### config.mk
export PLATFORM = sky130hd
export DESIGN_NAME = bcd_multi_counter_flat
export DESIGN_NICKNAME = d
export VERILOG_FILES = /design/src/rtl/bcd_multi_counter_pkg.sv /design/src/rtl/bcd_multi_counter_if.sv /design/src/rtl/bcd_multi_counter_digit_cell.sv /design/src/rtl/bcd_multi_counter.sv /design/src/flat_wrapper.sv
export SDC_FILE = /design/constraint.sdc
export NUM_CORES = 1
export LEC_CHECK = 0
export ABC_AREA = 0
export CORE_MARGIN = 8
export CORE_UTILIZATION = 30
export DETAILED_ROUTE_END_ITERATION = 10
export PLACE_DENSITY = 0.6
export SLEW_MARGIN = 10
export SYNTH_ARGS = -nofsm -noshare
export SYNTH_HDL_FRONTEND = slang
export SYNTH_SLANG_ARGS = --single-unit
### constraint.sdc
create_clock -name clk -period 2.2 [get_ports clk]
set_input_delay 0.44 -clock clk [delete_from_list [all_inputs] [get_ports clk]]
set_output_delay 0.44 -clock clk [all_outputs]
set_load 0.02 [all_outputs]
### src/rtl/bcd_multi_counter_pkg.sv
// bcd_multi_counter_pkg: shared BCD digit type, digit limits and load clamp helper.
package bcd_pkg;
    typedef logic [3:0] bcd_digit_t;
    localparam bcd_digit_t BCD_MAX = 4'd9;
    localparam bcd_digit_t BCD_MIN = 4'd0;
    function automatic bcd_digit_t bcd_clamp(input bcd_digit_t d);
        return (d > BCD_MAX) ? BCD_MAX : d;
    endfunction
endpackage

### src/rtl/bcd_multi_counter_if.sv
// bcd_multi_counter_if: control/load requests from the master, count and status pulses back from the counter.
interface bcd_multi_counter_if #(parameter int NUM_DIGITS = 4);
    logic                    clr;
    logic                    load;
    logic [4*NUM_DIGITS-1:0] load_val;
    logic                    en;
    logic                    dir;
    logic [4*NUM_DIGITS-1:0] value;
    logic                    wrap;
    logic                    load_err;
    logic                    is_zero;
    modport master (output clr, load, load_val, en, dir, input value, wrap, load_err, is_zero);
    modport slave  (input clr, load, load_val, en, dir, output value, wrap, load_err, is_zero);
endinterface

### src/rtl/bcd_multi_counter_digit_cell.sv
// bcd_digit_cell: combinational next-digit and carry/borrow for one BCD digit of the ripple chain.
module bcd_digit_cell
    import bcd_pkg::*;
(
    input  bcd_digit_t cur,
    input  logic       step_in,
    input  logic       dir,
    output bcd_digit_t nxt,
    output logic       step_out
);
    logic at_edge;
    assign at_edge  = dir ? (cur == BCD_MAX) : (cur == BCD_MIN);
    assign step_out = step_in & at_edge;
    assign nxt      = !step_in ? cur :
                      at_edge  ? (dir ? BCD_MIN : BCD_MAX) :
                      dir      ? cur + 4'd1 : cur - 4'd1;
endmodule

### src/rtl/bcd_multi_counter.sv
// bcd_multi_counter: N-digit BCD up/down counter with clear, clamped load, wrap and load-error pulses.
// Build with BCD_SATURATE_EN to hold at the range ends instead of wrapping.
module bcd_multi_counter
    import bcd_pkg::*;
#(
    parameter int NUM_DIGITS    = 4,
    parameter int STEP_ONE_ONLY = 1
) (
    input logic clk,
    input logic rst_n,
    bcd_multi_counter_if.slave bus
);
    localparam int W = 4 * NUM_DIGITS;

    logic [W-1:0]        value_q, stepped, loaded, count_next;
    logic [NUM_DIGITS:0] carry;
    logic                wrap_q, err_q, bad, hit;
    logic                unused_step_param;

    assign unused_step_param = |STEP_ONE_ONLY;
    assign carry[0] = bus.en;

    for (genvar i = 0; i < NUM_DIGITS; i++) begin : g_digit
        bcd_digit_cell u_cell (
            .cur      (value_q[4*i +: 4]),
            .step_in  (carry[i]),
            .dir      (bus.dir),
            .nxt      (stepped[4*i +: 4]),
            .step_out (carry[i+1])
        );
    end

    // A carry/borrow out of the top digit means the whole range was crossed.
    assign hit = carry[NUM_DIGITS];

`ifdef BCD_SATURATE_EN
    assign count_next = hit ? value_q : stepped;
`else
    assign count_next = stepped;
`endif

    always_comb begin
        loaded = '0;
        bad    = 1'b0;
        for (int i = 0; i < NUM_DIGITS; i++) begin
            loaded[4*i +: 4] = bcd_clamp(bus.load_val[4*i +: 4]);
            bad = bad | (bus.load_val[4*i +: 4] > BCD_MAX);
        end
    end

    always_ff @(posedge clk or negedge rst_n) begin
        if (!rst_n) begin
            value_q <= '0;
            wrap_q  <= 1'b0;
            err_q   <= 1'b0;
        end else begin
            value_q <= bus.clr ? '0 : bus.load ? loaded : count_next;
            wrap_q  <= !bus.clr && !bus.load && hit;
            err_q   <= !bus.clr && bus.load && bad;
        end
    end

    assign bus.value    = value_q;
    assign bus.wrap     = wrap_q;
    assign bus.load_err = err_q;
    assign bus.is_zero  = (value_q == '0);
endmodule

### src/flat_wrapper.sv
// flat-port wrapper written by rule: the top's interface ports become plain ports
module bcd_multi_counter_flat import bcd_pkg::*;
#(
    parameter int NUM_DIGITS    = 4,
    parameter int STEP_ONE_ONLY = 1
)
  (clk, rst_n, bus_clr, bus_load, bus_load_val, bus_en, bus_dir, bus_value, bus_wrap, bus_load_err, bus_is_zero);
  bcd_multi_counter_if #(.NUM_DIGITS(NUM_DIGITS)) bus_i ();
  input logic clk;
  input logic rst_n;
  input wire logic [$bits(bus_i.clr)-1:0] bus_clr;
  input wire logic [$bits(bus_i.load)-1:0] bus_load;
  input wire logic [$bits(bus_i.load_val)-1:0] bus_load_val;
  input wire logic [$bits(bus_i.en)-1:0] bus_en;
  input wire logic [$bits(bus_i.dir)-1:0] bus_dir;
  output wire logic [$bits(bus_i.value)-1:0] bus_value;
  output wire logic [$bits(bus_i.wrap)-1:0] bus_wrap;
  output wire logic [$bits(bus_i.load_err)-1:0] bus_load_err;
  output wire logic [$bits(bus_i.is_zero)-1:0] bus_is_zero;
  assign bus_i.clr = bus_clr;
  assign bus_i.load = bus_load;
  assign bus_i.load_val = bus_load_val;
  assign bus_i.en = bus_en;
  assign bus_i.dir = bus_dir;
  assign bus_value = bus_i.value;
  assign bus_wrap = bus_i.wrap;
  assign bus_load_err = bus_i.load_err;
  assign bus_is_zero = bus_i.is_zero;
  bcd_multi_counter #(.NUM_DIGITS(NUM_DIGITS), .STEP_ONE_ONLY(STEP_ONE_ONLY)) u_core (.clk(clk), .rst_n(rst_n), .bus(bus_i));
endmodule
# After elaboration in Yosys (flattened, before gate mapping)
# Cells that the tools add are included.
[totals]
output_inout_bits = 19
inputBits = 22
elab_cells = 67
register_bits = 18
[op_classes]
n_eq_ne = 4
n_addsub = 8
magnitude_cmp = 4
n_mux = 23
bitwise = 7
reduce_logical = 15
[op_table]
columns = ["op", "n"]
rows = [
  ["4-bit two-way mux", 17],
  ["16-bit two-way mux", 2],
  ["4-bit by 1-bit adder with 4-bit output, second input constant", 4],
  ["4-bit == test, second input constant", 4],
  ["4-bit greater-than comparator, second input constant", 4],
  ["16-bit logical NOT", 1],
  ["4-bit logical NOT", 4],
  ["4-bit by 1-bit subtractor with 4-bit output, second input constant", 4],
  ["3-bit nonzero test", 4],
  ["1-bit AND", 4],
  ["1-bit logical AND", 4],
  ["1-bit two-way mux", 4],
  ["1-bit OR", 3],
  ["1-bit logical NOT", 2],
]

# Logic depth before layout (Yosys ltp)
[logic_depth]
word_depth = 8
mapped_depth = 9
mapped_depth_nobuf = 7

# Cells and area by module
# Synthesis repeated with hierarchy kept, for this count alone.
[hier_totals]
cells_unflattened = 191
hier_area_um2 = 1747.9
[modules_own_cells]
columns = ["mod", "instances", "cells_per_inst", "seq_area_each_um2", "area_per_inst_um2"]
rows = [
  ["bcd_digit_cell", 4, 28, 0.0, 224.0],
  ["bcd_multi_counter", 1, 79, 450.4, 852.1],
]

# Least setup slack after synthesis
# No wires, ideal clock.
[synth_path]
path_type = "register -> output"
startpoint = "register u_core.value_q[13] (netlist: u_core.bus.value[13])"
endpoint = "output bus_is_zero"
slack_ns = -0.188
n_path_buf = 0
t_arrival_ns = 1.948
stages_incl_launch_ff = 5
required_time_ns = 1.760
cell_sequence = "dfrtp_1 > or4_1 > nor4_1 > nand3_1 > nor4_1"
[synth_between]
elab_chain_cells = 1
[synth_rtl]
columns = ["item", "line_no", "text"]
rows = [
  ["start, declared", "bcd_multi_counter.sv:15", "logic [W-1:0] value_q, stepped, loaded, count_next;"],
  ["start signal, assigned", "bcd_multi_counter.sv:57", "value_q <= bus.clr ? '0 : bus.load ? loaded : count_next;"],
  ["16-bit logical NOT", "bcd_multi_counter.sv:66", "assign bus.is_zero = (value_q == '0);"],
  ["end, declared", "flat_wrapper.sv:19", "output wire logic [$bits(bus_i.is_zero)-1:0] bus_is_zero;"],
]
# No other way between the ends.

# Worst setup path after layout
# Same ends and word-level chain as after synthesis.

==> impl_metrics.env <==
export IMPL_yosysSeqAreaShare=0.282
export IMPL_violations="negative setup slack"
export IMPL_status="finished with violations"
export IMPL_crit_chain="or4_4, nor4_4, nand3_1, nor4_2, buf_4"
export IMPL_grt_setup_unrepaired="true"
export IMPL_core_rowCount=26
export IMPL_dp_cells=318
export IMPL_die_h_um=89.0
export IMPL_cts_tree="yes"
export IMPL_grt_pass1_vias=1701
export IMPL_period_share=1.05
export IMPL_drt_first_pass_iters=4
export IMPL_dp_hpwl_um=4040
export IMPL_die_w_um=89.0
export IMPL_synth_area_um2=1600
export IMPL_cp_required_ns=1.76
export IMPL_min_period_ns=2.30
export IMPL_synth_nets=212
export IMPL_syn_instance_count=178
export IMPL_ys_ff_latch=18
export IMPL_grt_overflow=0
export IMPL_cts_buffers_inserted=3
export IMPL_final_hold_viol_count=0
export IMPL_clkTransAtPathRegs_ns=0.08
export IMPL_placed_area_um2=2330
export IMPL_portBuffers=40
export IMPL_finalNonFillerCells=323
export IMPL_antenna_left=0
export IMPL_antenna_found_initial=0
export IMPL_grtUsageTotal=0.134
export IMPL_cp_start_kind="flop"
export IMPL_root_buffer="clkbuf_8"
export IMPL_ys_flop_type="dfrtp_1"
export IMPL_drv_cap=0
export IMPL_clock_latency_ns=0.26
export IMPL_powerDensity_nw_per_um2=502
export IMPL_nets=288
export IMPL_synth_warnings=0
export IMPL_synth_cell_types=51
export IMPL_dp_slack_ns=-0.329
export IMPL_h_tree_depth=1
export IMPL_fmax_ghz=0.434
export IMPL_design_area_um2=2430
export IMPL_tightest_slew_ns=0.447
export IMPL_setup_viol=1
export IMPL_pin_count=41
export IMPL_cp_arrival_ns=1.86
export IMPL_diodes=0
export IMPL_critical_path_max_stage_delay_ns=0.59
export IMPL_final_cell_mix="clkdlybuf4s50_1 (39), buf_4 (39), nor2_1 (18), dfrtp_1 (18)"
export IMPL_cts_sinks=18
export IMPL_cp_buffers_inverters=1
export IMPL_path_class="reg -> out"
export IMPL_area_growth_pct=52.2
export IMPL_gp_congestion=0.817
export IMPL_maxSlewHeadroom=0.699
export IMPL_cts_buffer_depth=2
export IMPL_fin_ws_ns=-0.102
export IMPL_postRouteWirelength_um=5150
export IMPL_drt_iter0_markers=109
export IMPL_wl_per_cell_um=16.0
export IMPL_grt_first_pass_wirelength_um=8320
export IMPL_drc=0
export IMPL_p_leak_nw=1.03
export IMPL_crit_family="simple AND/OR/NAND/NOR gates"
export IMPL_synthArstFlopShare=1.00
export IMPL_die_area_um2=7920
export IMPL_endpoint_kind="output port"
export IMPL_maxSlewViolCount=0
export IMPL_critPathSlowestCell="or4_4"
export IMPL_hp_class="in -> async"
export IMPL_crit_fanout=3
export IMPL_fin_skew_ns=0.00365
export IMPL_vias=1668
export IMPL_synth_edf_count=0
export IMPL_initial_utilization=0.311
export IMPL_vias_per_cell=5.16
export IMPL_design_core_area_um2=5140
export IMPL_syn_avg_cell_area_um2=8.98
export IMPL_grt_max_degree=19
export IMPL_drive_above_1_share=0.249
export IMPL_ir_drop_mv=0.232
==> cell usage after synthesis (4+ instances only) <==
master	instances	area (um2)
dfrtp_1	18	450
nand3_1	7	35.0
nand2_1	4	15.0
o21ai_0	11	55.1
nor3_1	6	30.0
a221oi_1	5	43.8
a2bb2oi_1	4	35.0
xor2_1	5	43.8
fa_1	4	80.1
ha_1	8	100
a21oi_1	11	55.1
inv_1	10	37.5
xnor2_1	6	52.6
nor2_1	18	67.6
==> metal layers <==
| layer | part of all wire | vias to the layer above | global-route usage |
|---|---|---|---|
| li1 | - | 819 | - |
| met1 | 0.45 | 814 | 0.166 |
| met2 | 0.51 | 27 | 0.235 |
| met3 | 0.036 | 8 | 0.0221 |
| met4 | 0.012 | 0 | 0.0317 |
| met5 | 0 | - | 0 |
==> state kept, by name (all words and copies together) (netlist names) <==
name	cells
u_core.bus.load_err	1
u_core.bus.value	16
u_core.bus.wrap	1
==> worst register-to-register path: stages (launching register included) <==
cell and delay [ns]:
dfrtp_1 0.39, buf_4 0.13, buf_4 0.15, ha_1 0.28, a21o_1 0.19, a21oi_2 0.14
xnor2_1 0.12, o21ai_0 0.08, mux2_1 0.30
==> report_power, final <==
| part | switching [W] | internal [W] | leakage (nW) |
|---|---|---|---|
| Combinational | 0.000280 | 0.000277 | 0.765 |
| Clock | 0.000122 | 0.000159 | 0.0288 |
| Sequential | 0.0000262 | 0.000358 | 0.236 |
==> path summary, 6_finish.rpt <==
path                                            from                   end  slack (ns)  cells after the start
min in group clk                u_core.bus.value[14]  u_core.bus.value[14]        0.66                      2
worst max register to register  u_core.bus.value[13]  u_core.bus.value[15]        0.30                      8
max in group asynchronous                      rst_n   u_core.bus.value[5]        1.48                      2
worst min register to register  u_core.bus.value[14]  u_core.bus.value[14]        0.66                      2
worst max-delay path            u_core.bus.value[13]           bus_is_zero       -0.10                      5
worst min-delay path                           rst_n  u_core.bus.value[14]        0.51                      2
==> logic make-up after synthesis <==
logic type      synth area share
simple gates               0.216
compound gates             0.261
flops                      0.282
buf+inv                   0.0470
fa+ha+maj                  0.113
xor+xnor                  0.0603
mux                       0.0211
==> stage by stage <==
| step | TNS [ns] | power, W | utilization | hold WS [ns] |
|---|---|---|---|---|
| after global routing | -0.289 | 0.00129 | 0.473 | 0.535 |
| after CTS | -0.0690 | 0.00120 | 0.466 | 0.520 |
| after detailed placement | -2.65 | 0.000917 | 0.454 | 0.617 |
| final | -0.102 | 0.00122 | 0.473 | 0.511 |
| after floorplan | 0 | 0.000665 | - | 0.144 |
| after global placement | -2.52 | 0.000913 | 0.454 | 0.617 |
==> area by class of cell <==
type	count	area, um2
tap	70	87.6
sequential	18	450
inverter	10	37.5
fill	547	2710
timing repair buffer	78	683
multi-input combinational	143	1120
clock buffer	4	55.1
==> timing repair <==
action | 4_1_cts | 5_1_grt
hold buffers | 0 | 0
resized for setup | 8 | 10
endpoints found under the hold margin | 0 | 0
cloned | 0 | 0
setup buffers | 0 | 1
pin swaps | 0 | 2
endpoints found under the setup margin | 1 | 8
No activity file was read; power rests on OpenSTA's default activity.
